**config.mk**
```make
export PLATFORM = sky130hd
export DESIGN_NAME = csi_hdmi_sync_ctrl_flat
export DESIGN_NICKNAME = d
export VERILOG_FILES = /design/src/rtl/csi_hdmi_sync_if.sv /design/src/rtl/csi_hdmi_sync_ctrl.sv /design/src/flat_wrapper.sv
export SDC_FILE = /design/constraint.sdc
export NUM_CORES = 1
export LEC_CHECK = 0
export ABC_AREA = 0
export BUFFER_PORTS_ARGS = -buffer_cell sky130_fd_sc_hd__buf_4
export CORE_UTILIZATION = 49
export DETAILED_ROUTE_END_ITERATION = 16
export PLACE_DENSITY = 0.75
export SLEW_MARGIN = 10
export SYNTH_ARGS = -nofsm -noshare
export SYNTH_HDL_FRONTEND = slang
export SYNTH_SLANG_ARGS = --single-unit
```
**constraint.sdc**
```tcl
create_clock -name clk -period 2.08 [get_ports clk]
set_input_delay 0.416 -clock clk [delete_from_list [all_inputs] [get_ports clk]]
set_output_delay 0.416 -clock clk [all_outputs]
set_load 0.005 [all_outputs]
```
**src/rtl/csi_hdmi_sync_if.sv**
```systemverilog
// Framing, FIFO-level and status signals between the CSI front end and the
// camera-domain sync sequencer.
interface csi_hdmi_sync_if #(
  parameter int FIFO_AW = 12
);
  logic               csi_in_frame;
  logic               csi_in_line;
  logic               rgb_reading;
  logic [FIFO_AW-1:0] fifo_wr_count;
  logic               err_clr;
  logic               rgb_valid;
  logic               hdmi_reset_n;
  logic               fifo_flush;
  logic [10:0]        line_count;
  logic [15:0]        frame_count;
  logic               err_overflow;
  logic               err_line_len;

  modport master (
    output csi_in_frame, csi_in_line, rgb_reading, fifo_wr_count, err_clr,
    input  rgb_valid, hdmi_reset_n, fifo_flush, line_count, frame_count,
           err_overflow, err_line_len
  );

  modport slave (
    input  csi_in_frame, csi_in_line, rgb_reading, fifo_wr_count, err_clr,
    output rgb_valid, hdmi_reset_n, fifo_flush, line_count, frame_count,
           err_overflow, err_line_len
  );
endinterface

```
**src/rtl/csi_hdmi_sync_ctrl.sv**
```systemverilog
// Camera-clock sequencer: tracks CSI frame/line framing, gates RGB output and
// the HDMI timing reset, and forces a resync when the line FIFO overflows.
module csi_hdmi_sync_ctrl #(
  parameter int SKIP_LINES   = 3,
  parameter int RELEASE_LINE = 1,
  parameter int MAX_LINES    = 1300,
  parameter int LINE_PIXELS  = 1920,
  parameter int FIFO_AW      = 12,
  parameter int HI_WM        = 4000
) (
  input logic           clk,
  input logic           reset,
  csi_hdmi_sync_if.slave bus
);

  localparam logic [2:0] S_IDLE     = 3'd0;
  localparam logic [2:0] S_WAIT_SOF = 3'd1;
  localparam logic [2:0] S_PRE      = 3'd2;
  localparam logic [2:0] S_SKIP     = 3'd3;
  localparam logic [2:0] S_ACTIVE   = 3'd4;
  localparam logic [2:0] S_RESYNC   = 3'd5;

  localparam logic [10:0]        MAX_LC     = 11'(MAX_LINES);
  localparam logic [10:0]        RELEASE_LC = 11'(RELEASE_LINE);
  localparam logic [10:0]        SKIP_LC    = 11'(SKIP_LINES);
  localparam logic [11:0]        LINE_PIX   = 12'(LINE_PIXELS);
  localparam logic [FIFO_AW-1:0] HI_WM_V    = FIFO_AW'(HI_WM);

  logic        frame_q, frame_qq, line_q, line_qq;
  logic        line_rise, line_fall, frame_rise;
  logic [2:0]  state, state_nxt;
  logic [10:0] line_cnt, line_cnt_nxt;
  logic [11:0] pix_cnt;
  logic [15:0] frame_cnt;
  logic        frame_done, ovf_event, len_event;
  logic        rgb_valid_r, hdmi_reset_n_r, fifo_flush_r;
  logic        err_overflow_r, err_line_len_r;

  assign line_rise  = line_q & ~line_qq;
  assign line_fall  = ~line_q & line_qq;
  assign frame_rise = frame_q & ~frame_qq;

  // Frame registers reset high so a frame already in progress at reset
  // release is never mistaken for a fresh start-of-frame.
  always_ff @(posedge clk) begin
    if (reset) begin
      frame_q  <= 1'b1;
      frame_qq <= 1'b1;
      line_q   <= 1'b0;
      line_qq  <= 1'b0;
    end else begin
      frame_q  <= bus.csi_in_frame;
      frame_qq <= frame_q;
      line_q   <= bus.csi_in_line;
      line_qq  <= line_q;
    end
  end

  // Lines seen while still in IDLE belong to a frame we joined mid-way.
  always_comb begin
    line_cnt_nxt = line_cnt;
    if (!frame_q)
      line_cnt_nxt = '0;
    else if (line_rise && state != S_IDLE && line_cnt < MAX_LC)
      line_cnt_nxt = line_cnt + 11'd1;
  end

  // Thresholds use the next line count so the state moves together with it.
  always_comb begin
    state_nxt  = state;
    frame_done = 1'b0;
    ovf_event  = 1'b0;
    case (state)
      S_IDLE:     if (!frame_q) state_nxt = S_WAIT_SOF;
      S_WAIT_SOF: if (frame_rise) state_nxt = S_PRE;
      S_PRE: begin
        if (!frame_q)                        state_nxt = S_WAIT_SOF;
        else if (line_cnt_nxt >= RELEASE_LC) state_nxt = S_SKIP;
      end
      S_SKIP: begin
        if (!frame_q)                     state_nxt = S_WAIT_SOF;
        else if (line_cnt_nxt >= SKIP_LC) state_nxt = S_ACTIVE;
      end
      S_ACTIVE: begin
        if (!frame_q) begin
          state_nxt  = S_WAIT_SOF;
          frame_done = 1'b1;
        end else if (bus.fifo_wr_count >= HI_WM_V) begin
          state_nxt = S_RESYNC;
          ovf_event = 1'b1;
        end
      end
      S_RESYNC:   if (!frame_q) state_nxt = S_WAIT_SOF;
      default:    state_nxt = S_IDLE;
    endcase
  end

  assign len_event = line_fall && (state == S_ACTIVE) && (pix_cnt != LINE_PIX);

  always_ff @(posedge clk) begin
    if (reset) begin
      state          <= S_IDLE;
      line_cnt       <= '0;
      pix_cnt        <= '0;
      frame_cnt      <= '0;
      err_overflow_r <= 1'b0;
      err_line_len_r <= 1'b0;
    end else begin
      state    <= state_nxt;
      line_cnt <= line_cnt_nxt;
      if (line_rise)
        pix_cnt <= '0;
      else if (line_q && bus.rgb_reading && pix_cnt != 12'hFFF)
        pix_cnt <= pix_cnt + 12'd1;
      if (frame_done)
        frame_cnt <= frame_cnt + 16'd1;
      err_overflow_r <= ovf_event | (err_overflow_r & ~bus.err_clr);
      err_line_len_r <= len_event | (err_line_len_r & ~bus.err_clr);
    end
  end

  always_ff @(posedge clk) begin
    if (reset) begin
      rgb_valid_r    <= 1'b0;
      hdmi_reset_n_r <= 1'b0;
      fifo_flush_r   <= 1'b1;
    end else begin
      rgb_valid_r    <= (state == S_ACTIVE);
      hdmi_reset_n_r <= (state == S_SKIP) || (state == S_ACTIVE);
      fifo_flush_r   <= (state == S_IDLE) || (state == S_WAIT_SOF) ||
                        (state == S_RESYNC);
    end
  end

  assign bus.rgb_valid    = rgb_valid_r;
  assign bus.hdmi_reset_n = hdmi_reset_n_r;
  assign bus.fifo_flush   = fifo_flush_r;
  assign bus.line_count   = line_cnt;
  assign bus.frame_count  = frame_cnt;
  assign bus.err_overflow = err_overflow_r;
  assign bus.err_line_len = err_line_len_r;

endmodule

```
**src/flat_wrapper.sv**
```systemverilog
// flat-port wrapper written by rule: the top's interface ports become plain ports
module csi_hdmi_sync_ctrl_flat 
#(
  parameter int SKIP_LINES   = 3,
  parameter int RELEASE_LINE = 1,
  parameter int MAX_LINES    = 1300,
  parameter int LINE_PIXELS  = 1920,
  parameter int FIFO_AW      = 12,
  parameter int HI_WM        = 4000
)
  (clk, reset, bus_csi_in_frame, bus_csi_in_line, bus_rgb_reading, bus_fifo_wr_count, bus_err_clr, bus_rgb_valid, bus_hdmi_reset_n, bus_fifo_flush, bus_line_count, bus_frame_count, bus_err_overflow, bus_err_line_len);
  csi_hdmi_sync_if #(.FIFO_AW(FIFO_AW)) bus_i ();
  input logic clk;
  input logic reset;
  input wire logic [$bits(bus_i.csi_in_frame)-1:0] bus_csi_in_frame;
  input wire logic [$bits(bus_i.csi_in_line)-1:0] bus_csi_in_line;
  input wire logic [$bits(bus_i.rgb_reading)-1:0] bus_rgb_reading;
  input wire logic [$bits(bus_i.fifo_wr_count)-1:0] bus_fifo_wr_count;
  input wire logic [$bits(bus_i.err_clr)-1:0] bus_err_clr;
  output wire logic [$bits(bus_i.rgb_valid)-1:0] bus_rgb_valid;
  output wire logic [$bits(bus_i.hdmi_reset_n)-1:0] bus_hdmi_reset_n;
  output wire logic [$bits(bus_i.fifo_flush)-1:0] bus_fifo_flush;
  output wire logic [$bits(bus_i.line_count)-1:0] bus_line_count;
  output wire logic [$bits(bus_i.frame_count)-1:0] bus_frame_count;
  output wire logic [$bits(bus_i.err_overflow)-1:0] bus_err_overflow;
  output wire logic [$bits(bus_i.err_line_len)-1:0] bus_err_line_len;
  assign bus_i.csi_in_frame = bus_csi_in_frame;
  assign bus_i.csi_in_line = bus_csi_in_line;
  assign bus_i.rgb_reading = bus_rgb_reading;
  assign bus_i.fifo_wr_count = bus_fifo_wr_count;
  assign bus_i.err_clr = bus_err_clr;
  assign bus_rgb_valid = bus_i.rgb_valid;
  assign bus_hdmi_reset_n = bus_i.hdmi_reset_n;
  assign bus_fifo_flush = bus_i.fifo_flush;
  assign bus_line_count = bus_i.line_count;
  assign bus_frame_count = bus_i.frame_count;
  assign bus_err_overflow = bus_i.err_overflow;
  assign bus_err_line_len = bus_i.err_line_len;
  csi_hdmi_sync_ctrl #(.SKIP_LINES(SKIP_LINES), .RELEASE_LINE(RELEASE_LINE), .MAX_LINES(MAX_LINES), .LINE_PIXELS(LINE_PIXELS), .FIFO_AW(FIFO_AW), .HI_WM(HI_WM)) u_core (.clk(clk), .reset(reset), .bus(bus_i));
endmodule
```
# [Word level (Yosys, flattened, before mapping)]
# Index checks and enable logic that the tools add are counted.
[totals] reg_bits=51
[classes] mux=16 n_reduce_logical=14 magnitude_cmp=4 n_addsub=3 bitwise=11 eq_ne=12
[op_table] cell="$mux W3" count=8
[op_table] cell="$mux W11" count=2
[op_table] cell="$add A16 B1 Y16 const B" count=1
[op_table] cell="$pmux W3 S5" count=1
[op_table] cell="$add A12 B1 Y12 const B" count=1
[op_table] cell="$ge A12 B12 Y1 const B" count=1
[op_table] cell="$ne A12 B11 Y1 const B" count=1
[op_table] cell="$ne A12 B12 Y1 const B" count=1
[op_table] cell="$add A11 B1 Y11 const B" count=1
[op_table] cell="$ge A11 B1 Y1 const B" count=1
[op_table] cell="$ge A11 B2 Y1 const B" count=1
[op_table] cell="$lt A11 B11 Y1 const B" count=1
[op_table] cell="$ne A3 B3 Y1 const B" count=3
[op_table] cell="$eq A3 B2 Y1 const B" count=2
[op_table] cell="$eq A3 B3 Y1 const B" count=2
[op_table] cell="$logic_and A1 B1 Y1" count=6
[op_table] cell="$and A1 B1 Y1" count=5
[op_table] cell="$mux W1" count=5
[op_table] cell="$reduce_and A5 Y1" count=1
[op_table] cell="$not A1 Y1" count=4
[op_table] cell="$reduce_or A2 Y1" count=2
[op_table] cell="$eq A3 B1 Y1 const B" count=1
[op_table] cell="$logic_not A3 Y1" count=1
[op_table] cell="$logic_or A1 B1 Y1" count=3
[op_table] cell="other kinds (4)" count=5

# [Longest topological paths before layout]
# Gate-level depths: netlist of run 1.
[logic_depth] word_depth=10 depth_mapped=9

# [Worst setup path before layout of run 1]
# OpenSTA, ideal clock, no wires.
[synth_timing] kind="register to register" start="register u_core.line_cnt[7], in the netlist u_core.bus.line_count[7]" end="register u_core.state[2]" t_required_ns=1.965 setup_ns=0.115 path_stages_with_launch=9 setup_slack_ns=0.036 arrival_time_ns=1.928 n_path_buf=1 cell_sequence="dfxtp_1 buf_6 nor4_4 a21oi_2 nor4_4 o221ai_2 a2111oi_4 o22ai_1 nor2b_1"
[synth_via] elab_chain_cells=7
[synth_lines] item="start, declared" line_no="csi_hdmi_sync_ctrl.sv:32" text="logic [10:0] line_cnt, line_cnt_nxt;"
[synth_lines] item="start signal, assigned" line_no="csi_hdmi_sync_ctrl.sv:110" text="line_cnt <= line_cnt_nxt;"
[synth_lines] item="$lt A11 B11 Y1" line_no="csi_hdmi_sync_ctrl.sv:64" text="else if (line_rise && state != S_IDLE && line_cnt < MAX_LC)"
[synth_lines] item="$logic_and A1 B1 Y1" line_no="csi_hdmi_sync_ctrl.sv:64"
[synth_lines] item="$mux W11 (*)" line_no="csi_hdmi_sync_ctrl.sv:64"
[synth_lines] item="$mux W11 (*)" line_no="csi_hdmi_sync_ctrl.sv:62" text="if (!frame_q)"
[synth_lines] item="$ge A11 B2 Y1 or $ge A11 B1 Y1 (tied branches)" line_no="csi_hdmi_sync_ctrl.sv:82, csi_hdmi_sync_ctrl.sv:78"
[synth_lines] item="$ne A3 B3 Y1 (no source line)"
[synth_lines] item="$reduce_and A5 Y1 (no source line) (*)"
[synth_lines] item="end signal, assigned" line_no="csi_hdmi_sync_ctrl.sv:109" text="state <= state_nxt;"
[synth_lines] item="end, declared" line_no="csi_hdmi_sync_ctrl.sv:31" text="logic [2:0] state, state_nxt;"
# Every way passes the cells marked *; elsewhere a longest branch is shown, timed or not.
# A chain may end at the register's enable or synchronous reset.

# [Final worst setup path of run 1]
[layout_timing] start="register u_core.line_cnt[9], in the netlist u_core.bus.line_count[9]" end="register u_core.state[0]"
# Same word-level chain as after synthesis.

==> out/summary.md, run 1 <==
- **Initial DRT Pass Iterations** 4
- **max-capacitance violation count** 0
- **GRT overflow** 0
- **Clock Sinks** 51
- **# rows** 25
- **run status** completed
- **number of clock buffers inserted by TritonCTS** 5
- **Worst-Margin Slew** 0.530 ns
- **DRC violation count after routing** 0
- **residual antenna-violating net count after detailed routing** 0
- **maximum fanout along the worst path** 6
- **number of instances in the placed design** 420
- **Synth Net Count** 313
- **flip-flop and latch count after synthesis** 51
- **summed area of non-filler cells in the final layout** 0.00334 mm^2
- **Starting DRT DRC Count** 108
- **signal arrival time at the worst endpoint** 2.28 ns
- **wire length of the first global-routing pass** 8.98 mm
- **average cell area after synthesis** 8.58 um^2
- **Clock Pin Slew Worst Setup and Hold Paths** 0.09 ns
- **critical path start-end classification** register to register
- **Core ar.** 0.00482 mm^2
- **Setup Slack @ Placement** -0.113 ns
- **Reg-to-Reg End** u_core.state[0]
- **initial antenna violation count** 0
- **cell seen most often among critical-path stages** sky130_fd_sc_hd__a2111oi_4
- **category of cells accounting for the largest share of critical-path delay** compound AO/OA/AOI/OAI gates
- **count of cells along the worst hold path** 2
- **die span in y** 73.4 um
- **Post-CTS Hold Fix Bufs** 0
- **post-DP HPWL** 3.87 mm
- **Finished Core Util** 69.4%
- **cell type with the largest total area after synthesis** sky130_fd_sc_hd__dfxtp_1
- **Worst Skew** 0.00470 ns
- **leakage power** 1.28 nW
- **summed instance area of the synthesized netlist** 0.00250 mm^2
- **Slew headroom** 64.7%
- **path category of the worst min-delay check** input port to register
- **# IOs** 50
- **CTS H-Tree Depth** 2
- **commonest non-fill, non-tap cells in the layout** 79 x sky130_fd_sc_hd__buf_4, 46 x sky130_fd_sc_hd__nor2_1, 44 x sky130_fd_sc_hd__dfxtp_1, 27 x sky130_fd_sc_hd__nand2_1, 20 x sky130_fd_sc_hd__xor2_1
- **average routed wire per standard cell** 12.9 um
- **effective utilization at floorplan** 51.8%
- **EDFF count, synth** 0
- **Final Cycle Share** 98.8%
- **setup repair after global routing missed its margin** yes
- **buffers added on ports** 44
- **cells on worst reg2reg path** 9
- **VDD IR-drop max** 505 uV
- **combined global-route utilization of all metal layers** 21.3%
- **chain of cells forming the critical path** nor4_4 -> a21oi_4 -> buf_6 -> a2111oi_4 -> nor2_1 -> a2111oi_4 -> buf_4 -> o211ai_1 -> o31ai_1
- **clock tree from TritonCTS** done
- **Finish-stage setup viols** 0
- **Pwr Total** 1.72 mW
- **Clock Latency Late Sink** 0.31 ns
- **Fmax** 0.487 GHz
- **async set-or-reset flop fraction in the synthesized netlist** 0%
- **area share of the leading cell type in the synthesized netlist** 40.9%
- **Pins Over Slew Limit** 0
- **dpl cell area** 0.00307 mm^2
- **count of cell types in the netlist** 51
- **number of buffers on the longest clock path** 2
- **register-to-register path setup slack** 0.03 ns
- **worst setup slack after layout** 0.0252 ns
- **placer's final routability congestion estimate** 0.832
- **ratio of cells with drive above 1 in the final layout** 33.2%
- **Critical Path RT** 2.31 ns
- **Startpoint Class** register
- **longest individual stage delay on the worst path** 0.37 ns
- **hold path start** bus_csi_in_frame
- **Final Net Count** 388
- **area grow syn2layout** 33.9%
- **CTS root buffer** sky130_fd_sc_hd__clkbuf_8
- **Vias/cell** 5.45
- **Seq/Total Area, Yosys** 40.9%
- **largest cells by area after synthesis** sky130_fd_sc_hd__dfxtp_1 41%, sky130_fd_sc_hd__nor2_1 7.1%, sky130_fd_sc_hd__xor2_1 7.0%
- **Hold EP** u_core.frame_q
- **element type at the critical path end** register
- **slowest stage cell on the critical path** sky130_fd_sc_hd__dfxtp_4
- **cells after synthesis** 291
- **clock period minus final worst setup slack** 2.05 ns
- **Main synth FF type** sky130_fd_sc_hd__dfxtp_1
- **r2r startpoint** u_core.bus.line_count[9]
- **largest net degree at the start of global routing** 29
- **vias** 2365
- **number of warnings issued by yosys** 0
- **die footprint** 0.00538 mm^2
- **commonest non-fill, non-tap cell in the layout** sky130_fd_sc_hd__buf_4
- **areal power density over the cells** 515 mW/mm^2
- **buffers plus inverters on the worst setup path** 2
- **via count of the first global-routing pass** 2064
- **horizontal die dimension** 73.4 um
- **count of antenna diodes in the layout** 0
- **total count of hold-check failures in the final report** 0
- **number of non-filler instances in the completed layout** 434
- **Post-Route WL** 5.59 mm
## worst max path at each step
stage                     cells past startpoint         endpoint                startpoint  slack [ns]
final                                         9  u_core.state[0]  u_core.bus.line_count[9]        0.03
after global routing                          9  u_core.state[0]  u_core.bus.line_count[9]       -0.11
after CTS                                     8  u_core.state[1]  u_core.bus.line_count[0]       0.008
after detailed placement                      8  u_core.state[1]            u_core.line_qq       -0.11
after global placement                        8  u_core.state[0]            u_core.line_qq       -0.07
after floorplan                               8  u_core.state[2]  u_core.bus.line_count[7]        0.04
## metrics by stage
stage / hold slack [ns] / TNS, ns
2_1_floorplan: 0.435 / 0
3_3_place_gp: 0.434 / -0.142
3_5_place_dp: 0.438 / -0.281
4_1_cts: 0.289 / 0
5_1_grt: 0.289 / -0.305
6_report: 0.292 / 0
## where the power goes
part           switching, mW  internal, mW  total [mW]
Sequential           0.00506         0.983       0.989
Clock                  0.335         0.272       0.607
Combinational         0.0661        0.0611       0.127
## repair_timing
| action | CTS | global route |
|---|---|---|
| pin swaps | 8 | 10 |
| resized for setup | 13 | 24 |
| hold endpoints to repair | 0 | 0 |
| endpoints found under the setup margin | 3 | 11 |
| setup buffers | 1 | 5 |
| gates cloned | 0 | 0 |
## kinds of logic (layout without fill, tap and decap cells)
logic type | count (synthesis) | in the layout | share of synthesized area (%)
xor+xnor | 31 | 31 | 10.9
simple gates | 139 | 139 | 28.9
mux | 1 | 1 | 0.401
compound gates | 42 | 42 | 11.9
flops | 51 | 51 | 40.9
buf+inv | 21 | 97 | 4.21
fa+ha+maj | 6 | 6 | 2.81
## cells in the mapped netlist, drive strengths merged (2+ instances only)
library cell  count
o31ai             4
and4              4
nand4             9
buf               7
nand3            14
nor3              5
nand2            28
or2               4
o21ai             9
nor2             48
xnor2            11
dfxtp            51
ha                4
o211ai            2
xor2             20
clkbuf            6
nor4b             2
nor2b             5
a21oi            14
and3              5
inv               8
a2111oi           3
nand2b            3
nor4              3
maj3              2
or3               5
## state kept, by name, summed over array words and instances, names as in the netlist, 3 cells and up
register,count
u_core.state,3
u_core.bus.frame_count,16
u_core.bus.line_count,11
u_core.pix_cnt,12
## final cells by class
type	count	area, um^2
Sequential cell	51	1030
Multi-Input combinational cell	219	1480
Clock inverter	2	16.3
Tap cell	67	83.8
Fill cell	401	1470
Inverter	8	30.0
Timing Repair Buffer	81	616
Clock buffer	6	82.6
## layer usage
metal,global-route usage (%),part of all wire (%),vias up
met1,26.7,44,1140
li1,-,-,1158
met5,0,0,-
met4,5.13,0.97,0
met2,36.7,51,61
met3,5.08,3.9,6
Power figures use the tool's default switching activity.
==> inputs of run 2 (changes only) <==
--- a/config.mk
+++ b/config.mk
@@ -7,9 +7,9 @@
 export LEC_CHECK = 0
 export ABC_AREA = 0
 export BUFFER_PORTS_ARGS = -buffer_cell sky130_fd_sc_hd__buf_4
-export CORE_UTILIZATION = 49
+export CORE_UTILIZATION = 50
 export DETAILED_ROUTE_END_ITERATION = 16
-export PLACE_DENSITY = 0.75
+export PLACE_DENSITY = 0.74
 export SLEW_MARGIN = 10
 export SYNTH_ARGS = -nofsm -noshare
 export SYNTH_HDL_FRONTEND = slang
==> constraint.sdc (replaced) <==
create_clock -name clk -period 2.3 [get_ports clk]
set_input_delay 0.46 -clock clk [delete_from_list [all_inputs] [get_ports clk]]
set_output_delay 0.46 -clock clk [all_outputs]
set_load 0.005 [all_outputs]
==> out/summary.md, run 2 (synthesis results as in run 1) <==
- **area of the multi-input gates** 0.00138 mm^2, -7.3%
- **area grow syn2layout** 22.7%
- **longest individual stage delay on the worst path** 0.45 ns, +0.08 ns
- **CTS H-Tree Depth** 2, unchanged
- **DRC violation count after routing** 0, unchanged
- **slowest stage cell on the critical path** sky130_fd_sc_hd__a2111oi_0
- **Core ar.** 0.00475 mm^2, -1.3%
- **commonest non-fill, non-tap cells in the layout** 58 x sky130_fd_sc_hd__buf_4, 51 x sky130_fd_sc_hd__dfxtp_1, 47 x sky130_fd_sc_hd__nor2_1, 28 x sky130_fd_sc_hd__nand2_1, 20 x sky130_fd_sc_hd__xor2_1
- **number of clock buffers inserted by TritonCTS** 5, unchanged
- **initial antenna violation count** 0, unchanged
- **Worst-Margin Slew** 0.473 ns, -0.0571 ns
- **buffers plus inverters on the worst setup path** 0, -2
- **combinational share of power** 5.8%, -1.6 points
- **Total Neg Setup Slack** 0 ns, unchanged
- **horizontal die dimension** 72.7 um, -0.98%
- **part of the total power dissipated in the clock network** 39.0%, +3.8 points
- **count of antenna diodes in the layout** 0, unchanged
- **critical path start-end classification** register to register
- **r2r startpoint** u_core.state[2]
- **Startpoint Class** register
- **number of flip-flops in the largest register** 16, unchanged
- **Fmax** 0.465 GHz, -4.5%
- **largest net degree at the start of global routing** 29, unchanged
- **effective utilization at floorplan** 52.5%, +0.68 points
- **Clock Pin Slew Worst Setup and Hold Paths** 0.09 ns, about the same
- **Finished Core Util** 64.4%, -5.0 points
- **VDD IR-drop max** 392 uV, -22%
- **Pins Over Slew Limit** 0, unchanged
- **commonest non-fill, non-tap cell in the layout** sky130_fd_sc_hd__buf_4
- **maximum fanout along the worst path** 8, +2
- **FILL cells** 437, +9.0%
- **path category of the worst min-delay check** input port to register
- **Setup Slack @ Placement** 0.0613 ns, +0.174 ns
- **Worst Hold Slack** 0.340 ns, +0.0479 ns
- **Worst Skew** 0.00851 ns, +0.00381 ns
- **run status** completed
- **hold path start** bus_csi_in_frame
- **buffers added on ports** 44, unchanged
- **Pwr Total** 1.62 mW, -5.8%
- **Reg area** 0.00102 mm^2, -1.1%
- **leakage power** 1.16 nW, -9.3%
- **clock tree from TritonCTS** done
- **register-to-register path setup slack** 0.15 ns, +0.12 ns
- **Final Cycle Share** 93.5%, -5.2 points
- **worst setup slack after layout** 0.148 ns, +0.123 ns
- **via count of the first global-routing pass** 1922, -6.9%
- **vias** 2153, -9.0%
- **Starting DRT DRC Count** 133, +23%
- **signal arrival time at the worst endpoint** 2.33 ns, +0.05 ns
- **Initial DRT Pass Iterations** 4, unchanged
- **cells on worst reg2reg path** 7, -2
- **GRT overflow** 0, unchanged
- **category of cells accounting for the largest share of critical-path delay** compound AO/OA/AOI/OAI gates
- **Post-CTS Setup Inserts** 0, -1
- **# IOs** 50, unchanged
- **post-DP HPWL** 3.52 mm, -9.0%
- **internal power component** 1.29 mW, -2.4%
- **number of buffers on the longest clock path** 2, unchanged
- **Net Sw Frac** 20.8%, -2.7 points
- **die span in y** 72.7 um, -0.98%
- **# rows** 25, unchanged
- **element type at the critical path end** register
- **Clock Sinks** 51, unchanged
- **Post-Route WL** 4.90 mm, -12%
- **placer's final routability congestion estimate** 0.799, -4.0%
- **combined global-route utilization of all metal layers** 19.6%, -1.7 points
- **areal power density over the cells** 530 mW/mm^2, +2.9%
- **max-capacitance violation count** 0, unchanged
- **clock period minus final worst setup slack** 2.15 ns, +0.0968 ns
- **count of cells along the worst hold path** 2, unchanged
- **ratio of cells with drive above 1 in the final layout** 22.4%, -11 points
- **power spent charging and discharging nets** 0.338 mW, -17%
- **setup repair after global routing missed its margin** no
- **CTS root buffer** sky130_fd_sc_hd__clkbuf_8
- **average routed wire per standard cell** 11.9 um, -7.5%
- **residual antenna-violating net count after detailed routing** 0, unchanged
- **Hold EP** u_core.frame_q
- **total count of hold-check failures in the final report** 0, unchanged
- **Finish-stage setup viols** 0, unchanged
- **Seq pwr share** 55.2%, -2.2 points
- **Reg-to-Reg End** u_core.state[2]
- **Critical Path RT** 2.48 ns, +0.17 ns
- **Vias/cell** 5.24, -3.9%
- **Final Net Count** 365, -5.9%
- **die footprint** 0.00528 mm^2, -2.0%
- **Slew headroom** 68.5%, +3.8 points
- **Clock Latency Late Sink** 0.30 ns, about the same
- **chain of cells forming the critical path** nor3_1 -> or2_1 -> a2111oi_0 -> nor2_1 -> a2111oi_4 -> o22ai_1 -> nor2b_1
- **wire length of the first global-routing pass** 8.24 mm, -8.3%
[run 2: cell types whose count changed in the layout (fill, tap and decap cells not counted), moves of 2 or more]
cell	delta
sky130_fd_sc_hd__dfxtp_1	+7
sky130_fd_sc_hd__and4_1	+2
sky130_fd_sc_hd__and4_4	-2
sky130_fd_sc_hd__o21ai_0	+2
sky130_fd_sc_hd__and3_1	+2
sky130_fd_sc_hd__dfxtp_2	-6
sky130_fd_sc_hd__o21ai_1	-2
sky130_fd_sc_hd__buf_4	-21
sky130_fd_sc_hd__buf_6	-2
[run 2: layout make-up]
type,count,area share [%]
clock buffers,6,2.70
clock inverters,2,1.14
inverters,8,0.980
multi-input cells,219,44.9
flip-flops and latches,51,33.3
well taps,67,2.74
repair buffers,58,14.2
[run 2: timing repair]
| action | in CTS | in global routing |
|---|---|---|
| endpoints found under the setup margin | 0 | 3 |
| hold buffers | 0 | 0 |
| resized for setup | 0 | 2 |
| hold endpoints to repair | 0 | 0 |
[run 2: per-stage QoR]
stage	std cells	cell area, um^2
after floorplan	291	2500
after CTS	411	3060
after global routing	411	3060
final	411	3060
after global placement	403	2940
after detailed placement	403	2940
[run 2: worst max-delay path by stage]
| stage | cells after the start | endpoint | slack [ns] | startpoint |
|---|---|---|---|---|
| final | 7 | u_core.state[2] | 0.15 | u_core.state[2] |
| after global routing | 7 | u_core.state[2] | 0.004 | u_core.state[2] |
| after CTS | 7 | u_core.state[2] | 0.04 | u_core.state[2] |
| after detailed placement | 7 | u_core.state[2] | 0.06 | u_core.state[2] |
| after global placement | 7 | u_core.state[2] | 0.12 | u_core.state[2] |
| after floorplan | 8 | u_core.state[2] | 0.26 | u_core.bus.line_count[7] |
[run 2: power by group through the flow]
stage	Combinational [mW]	Sequential (mW)	Clock, mW
6_report	0.0944	0.896	0.633
5_1_grt	0.106	0.897	0.684
4_1_cts	0.0952	0.896	0.652
3_5_place_dp	0.0945	0.917	0
3_3_place_gp	0.0931	0.916	0
2_1_floorplan	0.0546	0.918	0
[run 2: per-layer routing]
| layer | vias to the layer above | global-route usage (%) | part of all wire (%) |
|---|---|---|---|
| met5 | - | 0 | 0 |
| met4 | 0 | 6.97 | 0.82 |
| met3 | 4 | 3.73 | 4.5 |
| met2 | 57 | 32.8 | 47 |
| met1 | 986 | 25.2 | 47 |
| li1 | 1106 | - | - |
==> inputs of run 3 (changes only) <==
--- a/config.mk
+++ b/config.mk
@@ -5,11 +5,11 @@
 export SDC_FILE = /design/constraint.sdc
 export NUM_CORES = 1
 export LEC_CHECK = 0
-export ABC_AREA = 0
+export ABC_AREA = 1
 export BUFFER_PORTS_ARGS = -buffer_cell sky130_fd_sc_hd__buf_4
 export CORE_UTILIZATION = 50
 export DETAILED_ROUTE_END_ITERATION = 16
-export PLACE_DENSITY = 0.74
+export PLACE_DENSITY = 0.73
 export SLEW_MARGIN = 10
 export SYNTH_ARGS = -nofsm -noshare
 export SYNTH_HDL_FRONTEND = slang
==> out/summary.md, run 3 <==
- **run status** completed
- **die span in y** 75.9 um, +4.4%
- **Worst Hold Slack** 0.340 ns, -0.000297 ns
- **GRT overflow** 0, unchanged
- **Seq/Total Area, Yosys** 37.4%, -3.5 points
- **longest individual stage delay on the worst path** 0.35 ns, -0.10 ns
- **slowest stage cell on the critical path** sky130_fd_sc_hd__dfxtp_1
- **count of cell types in the netlist** 37, -27%
- **area share of the leading cell type in the synthesized netlist** 37.4%, -3.5 points
- **Reg-to-Reg End** u_core.bus.frame_count[15]
- **hold path start** bus_csi_in_frame
- **number of warnings issued by yosys** 0, unchanged
- **Finish-stage setup viols** 0, unchanged
- **Starting DRT DRC Count** 153, +15%
- **horizontal die dimension** 75.9 um, +4.4%
- **area grow syn2layout** 18.9%
- **Clock Sinks** 51, unchanged
- **setup repair after global routing missed its margin** no
- **Clock Latency Late Sink** 0.30 ns, about the same
- **Slew headroom** 67.5%, -0.99 points
- **Fmax** 0.508 GHz, +9.4%
- **DRC violation count after routing** 0, unchanged
- **Startpoint Class** register
- **cell type with the largest total area after synthesis** sky130_fd_sc_hd__dfxtp_1
- **Critical Path Source** u_core.state[0]
- **synthesized-area fraction occupied by ao, oa, aoi and oai cells** 11.1%, -0.83 points
- **Synth Area in XOR/XNOR** 1.61%, -9.3 points
- **Core ar.** 0.00517 mm^2, +8.8%
- **wire length of the first global-routing pass** 9.49 mm, +15%
- **Finished Core Util** 62.7%, -1.7 points
- **register-to-register path setup slack** 0.33 ns, +0.18 ns
- **dpl cell area** 0.00314 mm^2, +6.9%
- **leakage power** 1.41 nW, +21%
- **areal power density over the cells** 592 mW/mm^2, +12%
- **# IOs** 50, unchanged
- **EDFF count, synth** 0, unchanged
- **signal arrival time at the worst endpoint** 2.17 ns, -0.16 ns
- **path length in cells of the critical path** 12, +5
- **number of buffers on the longest clock path** 2, unchanged
- **Critical Path RT** 2.50 ns, +0.02 ns
- **Worst-Margin Slew** 0.484 ns, +0.0112 ns
- **total count of hold-check failures in the final report** 0, unchanged
- **proportion of synthesized area in mux cells** 0%, -0.40 points
- **element type at the critical path end** register
- **vias** 2651, +23%
- **count of antenna diodes in the layout** 0, unchanged
- **Reg area** 0.00102 mm^2, unchanged
- **# rows** 26, +4.0%
- **Final Net Count** 468, +28%
- **path category of the worst min-delay check** input port to register
- **Vias/cell** 5.13, -2.1%
- **chain of cells forming the critical path** nor2_1 -> nand2_1 -> nor2_4 -> inv_2 -> nor3_2 -> nand2_1 -> nor2_1 -> nand2_1 -> nor2_2 -> nand4_1 -> o21ai_1 -> a21oi_1
- **basic-gate share of the synthesized area counting and, or, nand and nor cells** 39.6%, +11 points
- **Post-Route WL** 5.94 mm, +21%
- **ratio of cells with drive above 1 in the final layout** 19.9%, -2.5 points
- **clock tree from TritonCTS** done
- **Main synth FF type** sky130_fd_sc_hd__dfxtp_1
- **Post-CTS Hold Fix Bufs** 0, unchanged
- **largest cells by area after synthesis** sky130_fd_sc_hd__dfxtp_1 37%, sky130_fd_sc_hd__nand2_1 12%, sky130_fd_sc_hd__inv_1 6.5%
- **buffers added on ports** 44, unchanged
- **r2r startpoint** u_core.state[0]
- **clock period minus final worst setup slack** 1.97 ns, -0.184 ns
- **average routed wire per standard cell** 11.5 um, -3.5%
- **Post-CTS Setup Inserts** 0, unchanged
- **buffers plus inverters on the worst setup path** 1, +1
- **largest net degree at the start of global routing** 25, -14%
- **post-DP HPWL** 4.48 mm, +27%
- **Worst Skew** 0.00625 ns, -0.00226 ns
- **Clock Pin Slew Worst Setup and Hold Paths** 0.09 ns, about the same
- **dominant combinational cell family by area after synthesis** simple AND/OR/NAND/NOR gates
- **Synth Net Count** 418, +34%
- **count of cells along the worst hold path** 2, unchanged
- **Initial DRT Pass Iterations** 4, unchanged
- **effective utilization at floorplan** 52.7%, +0.23 points
- **category of cells accounting for the largest share of critical-path delay** simple AND/OR/NAND/NOR gates
- **commonest non-fill, non-tap cell in the layout** sky130_fd_sc_hd__nand2_1
- **VDD IR-drop max** 332 uV, -15%
- **via count of the first global-routing pass** 2209, +15%
- **cell seen most often among critical-path stages** sky130_fd_sc_hd__nand2_1
- **CP Capture Point** u_core.bus.frame_count[15]
- **number of clock buffers inserted by TritonCTS** 5, unchanged
- **residual antenna-violating net count after detailed routing** 0, unchanged
- **placer's final routability congestion estimate** 0.859, +7.6%
- **summed instance area of the synthesized netlist** 0.00273 mm^2, +9.3%
- **summed area of non-filler cells in the final layout** 0.00324 mm^2, +5.9%
- **critical path start-end classification** register to register
- **maximum fanout along the worst path** 6, -2
- **average cell area after synthesis** 6.89 um^2, -20%
- **max-capacitance violation count** 0, unchanged
- **number of flip-flops in the largest register** 16, unchanged
- **leading cell types by count after synthesis** 89 x sky130_fd_sc_hd__nand2_1, 51 x sky130_fd_sc_hd__dfxtp_1, 47 x sky130_fd_sc_hd__inv_1, 47 x sky130_fd_sc_hd__nor2_1, 27 x sky130_fd_sc_hd__nand3_1
- **post-cts gate resize count** 0, unchanged
- **CTS root buffer** sky130_fd_sc_hd__clkbuf_8
- **CTS H-Tree Depth** 2, unchanged
- **die footprint** 0.00575 mm^2, +9.0%
- **adder-cell area share of the yosys netlist** 1.83%, -0.97 points
- **combined global-route utilization of all metal layers** 21.6%, +2.0 points
- **async set-or-reset flop fraction in the synthesized netlist** 0%, unchanged
- **Pins Over Slew Limit** 0, unchanged
- **flip-flop and latch count after synthesis** 51, unchanged
- **cells after synthesis** 396, +36%
- **FILL cells** 477, +9.2%
- **dominant cell by count in the synthesized netlist** sky130_fd_sc_hd__nand2_1
- **initial antenna violation count** 0, unchanged
- **Final Cycle Share** 85.5%, -8.0 points
- **Total Neg Setup Slack** 0 ns, unchanged
- **commonest non-fill, non-tap cells in the layout** 89 x sky130_fd_sc_hd__nand2_1, 51 x sky130_fd_sc_hd__dfxtp_1, 49 x sky130_fd_sc_hd__buf_4, 47 x sky130_fd_sc_hd__inv_1, 47 x sky130_fd_sc_hd__nor2_1
- **area of the multi-input gates** 0.00148 mm^2, +7.4%
- **cells on worst reg2reg path** 12, +5
run 3: cell families (layout without fill, tap and decap cells):
family	count (synthesis)	after routing
compound gates	55	55
simple gates	224	224
fa+ha+maj	4	4
flops	51	51
buf+inv	57	108
xor+xnor	5	5
run 3: cell type report:
type	instances	share of cell area [%]
Inverter	51	5.90
Clock buffer	8	3.09
Timing Repair Buffer	49	11.3
Tap cell	70	2.70
Sequential cell	51	31.5
Multi-Input combinational cell	288	45.5
run 3: routing by layer:
layer	part of all wire [%]	vias to the layer above	global-route usage, %
met5	0	-	0
met4	1.9	0	8.23
met3	3.7	11	2.78
met2	48	66	37.4
met1	47	1181	27.3
li1	-	1393	-
run 3: how the worst min path moves through the flow:
stage                         endpoint  slack, ns
6_report                u_core.frame_q       0.34
5_1_grt                 u_core.frame_q       0.33
4_1_cts                 u_core.frame_q       0.33
3_5_place_dp   u_core.bus.err_overflow       0.46
3_3_place_gp   u_core.bus.err_line_len       0.46
2_1_floorplan  u_core.bus.hdmi_reset_n       0.45
run 3: report_power, final:
part | switching, mW | leakage [nW] | internal, mW
Clock | 0.293 | 0.0515 | 0.275
Combinational | 0.235 | 0.945 | 0.151
Sequential | 0.0382 | 0.413 | 0.929
Total | 0.567 | 1.41 | 1.35
run 3: stage by stage:
| step | std cells | power (mW) | setup slack [ns] |
|---|---|---|---|
| 6_report | 517 | 1.92 | 0.333 |
| 3_3_place_gp | 509 | 1.36 | 0.389 |
| 5_1_grt | 517 | 2.02 | 0.0884 |
| 3_5_place_dp | 509 | 1.37 | 0.349 |
| 4_1_cts | 517 | 1.94 | 0.335 |
| 2_1_floorplan | 396 | 1.26 | 0.503 |
run 3: worst register-to-register path: stages, from the launching register on:
cell                      delay (ns)
sky130_fd_sc_hd__dfxtp_1        0.35
sky130_fd_sc_hd__nor2_1         0.17
sky130_fd_sc_hd__nand2_1        0.17
sky130_fd_sc_hd__nor2_4         0.16
sky130_fd_sc_hd__inv_2          0.09
sky130_fd_sc_hd__nor3_2         0.15
sky130_fd_sc_hd__nand2_1        0.12
sky130_fd_sc_hd__nor2_1         0.11
sky130_fd_sc_hd__nand2_1        0.10
sky130_fd_sc_hd__nor2_2         0.14
sky130_fd_sc_hd__nand4_1        0.12
sky130_fd_sc_hd__o21ai_1        0.14
sky130_fd_sc_hd__a21oi_1        0.05
